==> src/rtl/pxs_sync_gen_pkg.sv <==
// Shared definitions for the PixelStream sync generator: stream field layout,
// colour constants, default 640x480@60 timing and the pattern-mode encoding.
package pxs_sync_gen_pkg;

    localparam int CNT_W    = 10;
    localparam int STREAM_W = 26;

    // Stream layout, MSB first: HS, VS, XC[9:0], YC[9:0], Active, RGB[2:0]
    localparam int HS_BIT     = 25;
    localparam int VS_BIT     = 24;
    localparam int XC_LSB     = 14;
    localparam int YC_LSB     = 4;
    localparam int ACTIVE_BIT = 3;
    localparam int RGB_LSB    = 0;
    localparam int RGB_W      = 3;

    localparam logic [RGB_W-1:0] COL_BLACK = 3'b000;
    localparam logic [RGB_W-1:0] COL_BLUE  = 3'b001;
    localparam logic [RGB_W-1:0] COL_GREEN = 3'b010;
    localparam logic [RGB_W-1:0] COL_PINK  = 3'b101;
    localparam logic [RGB_W-1:0] COL_WHITE = 3'b111;

    localparam int H_TOTAL_DEF  = 800;
    localparam int V_TOTAL_DEF  = 525;
    localparam int HS_START_DEF = 656;
    localparam int HS_END_DEF   = 751;
    localparam int VS_START_DEF = 490;
    localparam int VS_END_DEF   = 491;

    typedef enum logic [1:0] {
        MODE_SOLID   = 2'd0,
        MODE_BARS    = 2'd1,
        MODE_CHECKER = 2'd2,
        MODE_ANIM    = 2'd3
    } pattern_mode_e;

    function automatic logic [STREAM_W-1:0] pack_stream(
        input logic             hs,
        input logic             vs,
        input logic [CNT_W-1:0] xc,
        input logic [CNT_W-1:0] yc,
        input logic             active,
        input logic [RGB_W-1:0] rgb
    );
        return {hs, vs, xc, yc, active, rgb};
    endfunction

endpackage

==> src/rtl/pxs_pattern_gen.sv <==
// Test-pattern background for the sync generator: latches mode/colour at the
// frame boundary and produces the RGB for the current raster position.
module pxs_pattern_gen
    import pxs_sync_gen_pkg::*;
#(
    parameter int unsigned H_VISIBLE = 640,
    parameter int unsigned V_VISIBLE = 480,
    parameter int unsigned H_TOTAL   = 800,
    parameter int unsigned BAR_WIDTH = 80,
    parameter int unsigned CHECK_BIT = 5
) (
    input  logic             px_clk,
    input  logic             rst,
    input  logic [CNT_W-1:0] hcnt_i,
    input  logic [CNT_W-1:0] vcnt_i,
    input  logic             frame_wrap_i,
    input  logic [2:0]       frame_lsb_i,
    input  logic [1:0]       mode_i,
    input  logic [2:0]       color_i,
    output logic [RGB_W-1:0] rgb_o
);

    localparam int unsigned BAR_PIX_W = $clog2(BAR_WIDTH + 1);

    pattern_mode_e          mode_q, mode_d;
    logic [RGB_W-1:0]       color_q, color_d;
    logic [2:0]             bar_idx_q, bar_idx_d;
    logic [BAR_PIX_W-1:0]   bar_pix_q, bar_pix_d;
    logic                   visible;

    always_comb begin
        mode_d    = mode_q;
        color_d   = color_q;
        bar_idx_d = bar_idx_q;
        bar_pix_d = bar_pix_q;
        if (frame_wrap_i) begin
            mode_d  = pattern_mode_e'(mode_i);
            color_d = color_i;
        end
        // Bar state always describes the pixel currently at hcnt_i.
        if (hcnt_i == CNT_W'(H_TOTAL - 1)) begin
            bar_idx_d = '0;
            bar_pix_d = '0;
        end else if (hcnt_i < CNT_W'(H_VISIBLE)) begin
            if (bar_pix_q == BAR_PIX_W'(BAR_WIDTH - 1)) begin
                bar_pix_d = '0;
                if (bar_idx_q != 3'd7) begin
                    bar_idx_d = bar_idx_q + 3'd1;
                end
            end else begin
                bar_pix_d = bar_pix_q + 1'b1;
            end
        end
    end

    always_comb begin
        visible = (hcnt_i < CNT_W'(H_VISIBLE)) && (vcnt_i < CNT_W'(V_VISIBLE));
        rgb_o   = COL_BLACK;
        if (visible) begin
            case (mode_q)
                MODE_SOLID:   rgb_o = color_q;
                MODE_BARS:    rgb_o = bar_idx_q;
                MODE_CHECKER: rgb_o = (hcnt_i[CHECK_BIT] ^ vcnt_i[CHECK_BIT]) ? COL_WHITE : COL_BLACK;
                MODE_ANIM:    rgb_o = hcnt_i[5:3] + frame_lsb_i;
                default:      rgb_o = COL_BLACK;
            endcase
        end
    end

    always_ff @(posedge px_clk or posedge rst) begin
        if (rst) begin
            mode_q    <= MODE_SOLID;
            color_q   <= COL_BLACK;
            bar_idx_q <= '0;
            bar_pix_q <= '0;
        end else begin
            mode_q    <= mode_d;
            color_q   <= color_d;
            bar_idx_q <= bar_idx_d;
            bar_pix_q <= bar_pix_d;
        end
    end

endmodule

==> src/rtl/pxs_sync_gen.sv <==
// Head of the PixelStream pipeline: raster counters, sync/active decode and the
// registered RGBStr output with a test-pattern background and frame counter.
module pxs_sync_gen
    import pxs_sync_gen_pkg::*;
#(
    parameter int unsigned H_VISIBLE = 640,
    parameter int unsigned H_FRONT   = 16,
    parameter int unsigned H_SYNC    = 96,
    parameter int unsigned H_BACK    = 48,
    parameter int unsigned V_VISIBLE = 480,
    parameter int unsigned V_FRONT   = 10,
    parameter int unsigned V_SYNC    = 2,
    parameter int unsigned V_BACK    = 33,
    parameter logic        SYNC_POL  = 1'b0,
    parameter int unsigned BAR_WIDTH = 80,
    parameter int unsigned CHECK_BIT = 5
) (
    input  logic                px_clk,
    input  logic                rst,
    input  logic [1:0]          mode_i,
    input  logic [2:0]          color_i,
    output logic [STREAM_W-1:0] RGBStr_o,
    output logic [7:0]          frame_o
);

    localparam int unsigned H_TOTAL  = H_VISIBLE + H_FRONT + H_SYNC + H_BACK;
    localparam int unsigned V_TOTAL  = V_VISIBLE + V_FRONT + V_SYNC + V_BACK;
    localparam int unsigned HS_START = H_VISIBLE + H_FRONT;
    localparam int unsigned HS_END   = HS_START + H_SYNC - 1;
    localparam int unsigned VS_START = V_VISIBLE + V_FRONT;
    localparam int unsigned VS_END   = VS_START + V_SYNC - 1;

    logic [CNT_W-1:0]    hcnt_q, hcnt_d;
    logic [CNT_W-1:0]    vcnt_q, vcnt_d;
    logic                wrapped_q, wrapped_d;
    logic [7:0]          frame_q, frame_d;
    logic [STREAM_W-1:0] stream_q, stream_d;
    logic                line_wrap, frame_wrap;
    logic                active, hs, vs;
    logic [RGB_W-1:0]    rgb;

    always_comb begin
        line_wrap  = (hcnt_q == CNT_W'(H_TOTAL - 1));
        frame_wrap = line_wrap && (vcnt_q == CNT_W'(V_TOTAL - 1));
        hcnt_d     = line_wrap ? '0 : hcnt_q + 1'b1;
        vcnt_d     = vcnt_q;
        if (line_wrap) begin
            vcnt_d = frame_wrap ? '0 : vcnt_q + 1'b1;
        end
        // The frame count steps on the edge after the wrap, i.e. when (0,0) is emitted.
        wrapped_d = frame_wrap;
        frame_d   = frame_q + {7'd0, wrapped_q};

        active = (hcnt_q < CNT_W'(H_VISIBLE)) && (vcnt_q < CNT_W'(V_VISIBLE));
        hs = (hcnt_q >= CNT_W'(HS_START) && hcnt_q <= CNT_W'(HS_END)) ? SYNC_POL : ~SYNC_POL;
        vs = (vcnt_q >= CNT_W'(VS_START) && vcnt_q <= CNT_W'(VS_END)) ? SYNC_POL : ~SYNC_POL;
        stream_d = pack_stream(hs, vs, hcnt_q, vcnt_q, active, rgb);
    end

    pxs_pattern_gen #(
        .H_VISIBLE (H_VISIBLE),
        .V_VISIBLE (V_VISIBLE),
        .H_TOTAL   (H_TOTAL),
        .BAR_WIDTH (BAR_WIDTH),
        .CHECK_BIT (CHECK_BIT)
    ) u_pattern (
        .px_clk       (px_clk),
        .rst          (rst),
        .hcnt_i       (hcnt_q),
        .vcnt_i       (vcnt_q),
        .frame_wrap_i (frame_wrap),
        .frame_lsb_i  (frame_d[2:0]),
        .mode_i       (mode_i),
        .color_i      (color_i),
        .rgb_o        (rgb)
    );

    always_ff @(posedge px_clk or posedge rst) begin
        if (rst) begin
            hcnt_q    <= '0;
            vcnt_q    <= '0;
            wrapped_q <= 1'b0;
            frame_q   <= '0;
            stream_q  <= pack_stream(~SYNC_POL, ~SYNC_POL, '0, '0, 1'b0, COL_BLACK);
        end else begin
            hcnt_q    <= hcnt_d;
            vcnt_q    <= vcnt_d;
            wrapped_q <= wrapped_d;
            frame_q   <= frame_d;
            stream_q  <= stream_d;
        end
    end

    assign RGBStr_o = stream_q;
    assign frame_o  = frame_q;

endmodule

==> config.mk <==
export PLATFORM = sky130hd
export DESIGN_NAME = pxs_sync_gen
export DESIGN_NICKNAME = d
export VERILOG_FILES = /design/src/rtl/pxs_sync_gen_pkg.sv /design/src/rtl/pxs_pattern_gen.sv /design/src/rtl/pxs_sync_gen.sv
export SDC_FILE = /design/constraint.sdc
export NUM_CORES = 1
export LEC_CHECK = 0
export ABC_AREA = 1
export CORE_ASPECT_RATIO = 1.4
export CORE_UTILIZATION = 55
export CTS_BUF_LIST = sky130_fd_sc_hd__clkbuf_8 sky130_fd_sc_hd__clkbuf_16
export DETAILED_ROUTE_END_ITERATION = 6
export PLACE_DENSITY = 0.8
export SKIP_LAST_GASP = 1
export SYNTH_ARGS = -nofsm -noshare
export SYNTH_HDL_FRONTEND = slang
export SYNTH_SLANG_ARGS = --single-unit
==> constraint.sdc <==
create_clock -name px_clk -period 2.3 [get_ports px_clk]
set_input_delay 0.23 -clock px_clk [delete_from_list [all_inputs] [get_ports px_clk]]
set_output_delay 0.23 -clock px_clk [all_outputs]
set_load 0.1 [all_outputs]
* After elaboration in Yosys (flattened, before gate mapping) *
Cells that the tools add are included.

storage, ports and cells
  logic and storage cells = 52
  input port bits = 7
  output and inout bits = 34
  flip-flop bits (word level) = 70

operators by class
  magnitude comparators = 6
  $add $sub $neg = 6
  reduce and logical (&&, ||, !) cells = 9
  equal/unequal tests = 7
  muxes and demuxes = 14
  bitwise logic cells = 1

operator list
  cell                     number
  $mux W7                  3
  $add A10 B1 Y10 const B  2
  $eq A10 B10 Y1 const B   2
  $mux W10                 2
  $mux W3                  6
  $pmux W3 S4              1
  $ge A10 B10 Y1 const B   1
  $ge A10 B9 Y1 const B    1
  $le A10 B10 Y1 const B   1
  $le A10 B9 Y1 const B    1
  $lt A10 B10 Y1 const B   1
  $lt A10 B9 Y1 const B    1
  $add A8 B1 Y8            1
  $add A7 B1 Y7 const B    1
  $eq A7 B7 Y1 const B     1
  $reduce_bool A2 Y1       3
  $eq A2 B2 Y1 const B     2
  $logic_and A1 B1 Y1      4
  $add A3 B1 Y3 const B    1
  $add A3 B3 Y3            1
  $ne A3 B3 Y1 const B     1
  $reduce_and A3 Y1        1
  $eq A2 B1 Y1 const B     1
  $logic_not A2 Y1         1
  other kinds (2)          3

* Depth between registers and ports, before layout *
  depth after elaboration = 5
  mapped depth = 10

* Modules after synthesis *
Synthesis repeated with hierarchy kept, for this count alone.

unflattened totals
  cell total of the unflattened synthesis = 353
  area, all modules = 3261.9 sq um

modules (own cells, without submodules)
  module           times used  area an instance (sq um)  seq. area each (sq um)  cells an instance
  pxs_sync_gen     1           2227.1                    1378.8                  210
  pxs_pattern_gen  1           1034.7                    375.4                   143

* Least setup slack after synthesis *
No wires, ideal clock.

  path type = reg-to-reg
  from = register frame_q[0] (netlist: frame_o[0])
  to = register stream_q[2] (netlist: RGBStr_o[2])
  data required time = 2.223 ns
  setup time = 0.077 ns
  period minus slack after synthesis = 2.350 ns
  setup slack = -0.050 ns
  arrival = 2.272 ns
  buffers on the path = 0
  stages on the path, launching flop included = 8
  path through = dfrtp_1 ha_1 ha_1 fa_1 xor2_1 nand2_1 nand3_1 a21oi_1

between the ends
  word-level cells in the longest chain between the ends = 4

RTL lines
  what                    line                   source
  start, declared         pxs_sync_gen.sv:36     logic [7:0] frame_q, frame_d;
  start signal, assigned  pxs_sync_gen.sv:89     frame_q <= frame_d;
  $add A8 B1 Y8           pxs_sync_gen.sv:52     frame_d = frame_q + {7'd0, wrapped_q};
  via frame_d[1]          pxs_sync_gen.sv:36
  $add A3 B3 Y3           pxs_pattern_gen.sv:64  MODE_ANIM: rgb_o = hcnt_i[5:3] + frame_lsb_i;
  $pmux W3 S4             pxs_pattern_gen.sv:60  case (mode_q)
  $mux W3                 pxs_pattern_gen.sv:59  if (visible) begin
  via rgb[2]              pxs_sync_gen.sv:40     logic [RGB_W-1:0] rgb;
  end signal, assigned    pxs_sync_gen.sv:84     stream_q <= pack_stream(~SYNC_POL, ~SYNC_POL, '0, '0, 1'b0, COL_BLACK);
  end signal, assigned    pxs_sync_gen.sv:90     stream_q <= stream_d;
  end, declared           pxs_sync_gen.sv:37     logic [STREAM_W-1:0] stream_q, stream_d;

The timed path passes the listed nets, and every way through them passes these cells.
A chain may end at the register's enable or synchronous reset.

* Worst setup path after layout *
Same ends and word-level chain as after synthesis.

==> flow_summary.ini <==
[sta]
fmax_mhz = 527.7
tns_ns = 0
hold_violations = 0
fin_crit_sh_pct = 82.39
worst_slew_pin_slew_ns = 0.5058
maxSlewViolCount = 0
maxSlewHeadroom_pct = 66.23
rsz0062_at_grt = false
finalCriticalPeriod_ns = 1.895
setup_viol = 0
clock_skew_ns = 0.009697
fin_ws_ns = 0.4050

[worst_setup_path]
path_cells = ha_1 > ha_1 > fa_1 > xnor2_1 > nand2_1 > nand3_1 > a21oi_1
crit_path_end_kind = register
cp_top_family = adder cells
reg2reg_depth = 7
cp_num_buf_inv = 0
r2r_setup_slack_ns = 0.40
crit_type = register to register
max_stage_delay_ns = 0.45
cp_common_cell = ha_1
setup.worst_path.start_class = register
cp_max_fo = 2
crit_arrival_ns = 2.16
crit_required_ns = 2.57
critPathLaunch = frame_o[0]
crit_slowest_cell = fa_1
rr_endpoint = RGBStr_o[2]
r2r_start = frame_o[0]

[cells_and_area]
layout-drive-gt1-share_pct = 20.15
fin_area_sq_um = 3889
seqCellArea_sq_um = 1755
n_fill_cell = 437
multi_input_area_sq_um = 1267
final_cell_mix = nand2_1 (82), dfrtp_1 (67), inv_1 (48), buf_4 (35), nand3_1 (31)
nNetsFinal = 421
final_common_cell = nand2_1
antenna_cells = 0
syn2layout_area_growth_pct = 18.94

[worst_hold_path]
min-delay-path-class = input port to asynchronous set/reset pin

[floorplan]
fp.dieH_um = 93.23
core_sq_um = 5605
die_area_sq_um = 6261
rows = 32
pin_count = 41
die_x_um = 67.16
initial_core_util_pct = 58.33

[global_route]
antenna_found_initial = 0
grt-busiest-layer = met2
grt_pass1_vias = 2413
grt_max_degree = 28
grt_pass1_wl_um = 10430
gr-usage-met1_pct = 25.31
grt_use_met2_pct = 39.42
grt_overflow = 0
grt_usage_pct = 22.44
met3_usage_pct = 5.122

[yosys]
avgSynthCellArea_sq_um = 9.262
syn_nets = 372
ys_seq_area_share_pct = 53.65
ys_types = 30
synth_area_sq_um = 3269
ys_ff_latch = 70
yosys_warnings = 0
syn_inst = 353

[cts]
cts-hold-fix-buffers = 0
htreeDepth = 3
cts.sinks = 70
cts_setup_buffers = 0
clk_pin_slew_ns = 0.07
root_buffer = clkbuf_8
clk_latency_ns = 0.34
cts_resized = 0
clk_path_buf_depth = 2
cts_tree = done
cts_buffers = 9

[pwr]
p_leak_nw = 2.019
vdd_drop_max_mv = 0.4058
total_power_mw = 2.334
p_per_area_nw_per_um2 = 600.2

[drt]
post-route-drc-count = 0
antenna_left = 0
first_pass_iters = 5
drt-initial-drc-count = 144
avgViaCountPerCell = 5.093
finalWirelength_um = 6141
routedWlPerCell_um = 12.93
vias = 2419

[place]
port-buffer-count = 40
gp_congestion = 0.8259
place_area_sq_um = 3675
dp_hpwl_um = 4522
pre_cts_ws_ns = 0.3945

[job]
drv_cap = 0

[run_status]
status = finished clean
-- state kept, by name (all words and copies together) (netlist names) --
| signal | flops |
|---|---|
| RGBStr_o | 26 |
| hcnt_q | 10 |
| vcnt_q | 10 |
| frame_o | 8 |
| u_pattern.bar_pix_q | 7 |
| u_pattern.bar_idx_q | 3 |
| u_pattern.color_q | 3 |
| u_pattern.mode_q | 2 |
| wrapped_q | 1 |
-- synthesized netlist by cell type --
cell type   n  area (sq um)
nor2_4      2         22.52
dfstp_2     2         52.55
nor3_1      3         15.01
nand2_1    82         307.8
o21ai_2     3         26.28
nor2_1     26         97.59
o21ai_0    11         55.05
nor2_2      3         18.77
o31ai_1     1         7.510
nor2_8      1         20.02
inv_1      48         180.2
o2111ai_1   1         8.760
a21oi_1     6         30.03
o21ai_1     4         20.02
nor3_2      3         30.03
ha_1       11         137.6
fa_1        1         20.02
xnor2_1     3         26.28
nand3_2     3         30.03
nand4_1     5         31.28
nand3_1    31         155.2
buf_6       3         33.78
nand2_4     1         11.26
buf_2       2         10.01
a211oi_1    1         7.510
clkinv_4    1         8.760
inv_2       4         15.01
dfrtp_1    68          1702
nand2_2     5         31.28
xor2_1     18         157.7
-- layout make-up --
class / count / share of cell area [%]
flip-flops and latches: 70 / 45.14
inverters: 53 / 5.245
multi-input cells: 225 / 32.59
well taps: 68 / 2.188
clock buffers: 9 / 3.185
clock inverters: 7 / 2.317
repair buffers: 43 / 9.331
-- metal layers --
layer  vias up  wire [um]
met2        58       3270
met1      1146       2527
met4         0        117
li1       1205          -
met5         -          0
met3        10        225
-- kinds of logic (layout without fill, tap and decap cells) --
| kind of cell | count (synthesis) | count (layout) | synth area share, % |
|---|---|---|---|
| fa+ha+maj | 12 | 12 | 4.822 |
| compound gates | 27 | 27 | 4.746 |
| buf+inv | 58 | 112 | 7.577 |
| flops | 70 | 70 | 53.65 |
| simple gates | 165 | 165 | 23.57 |
| xor+xnor | 21 | 21 | 5.626 |
-- worst max-delay path by stage --
stage                       end  slack, ns  cells after the start
floorplan           RGBStr_o[2]       0.09                      6
CTS                 RGBStr_o[2]       0.38                      7
detailed placement  RGBStr_o[2]       0.39                      7
global route        RGBStr_o[1]       0.28                      7
global placement    RGBStr_o[2]       0.46                      7
finish              RGBStr_o[2]       0.40                      7
-- worst register-to-register path, cell delays in order (launching register included) --
cell and delay, ns:
dfrtp_2 0.41, ha_1 0.22, ha_1 0.31, fa_1 0.45
xnor2_1 0.15, nand2_1 0.08, nand3_1 0.07, a21oi_1 0.14
-- stage by stage --
step / hold WS [ns] / std cells / utilization, %
final: 0.2406 / 475 / 69.38
after CTS: 0.2501 / 475 / 69.38
after floorplan: 0.3396 / 353 / -
after global routing: 0.2817 / 475 / 69.38
after detailed placement: 0.4043 / 459 / 65.56
after global placement: 0.3914 / 459 / 65.56
-- report_power, final --
group | total, mW | internal [mW] | switching [mW]
Sequential | 1.23 | 1.23 | 0
Combinational | 0.0410 | 0.0158 | 0.0252
Clock | 1.06 | 0.604 | 0.458
No activity file was read; power rests on OpenSTA's default activity.
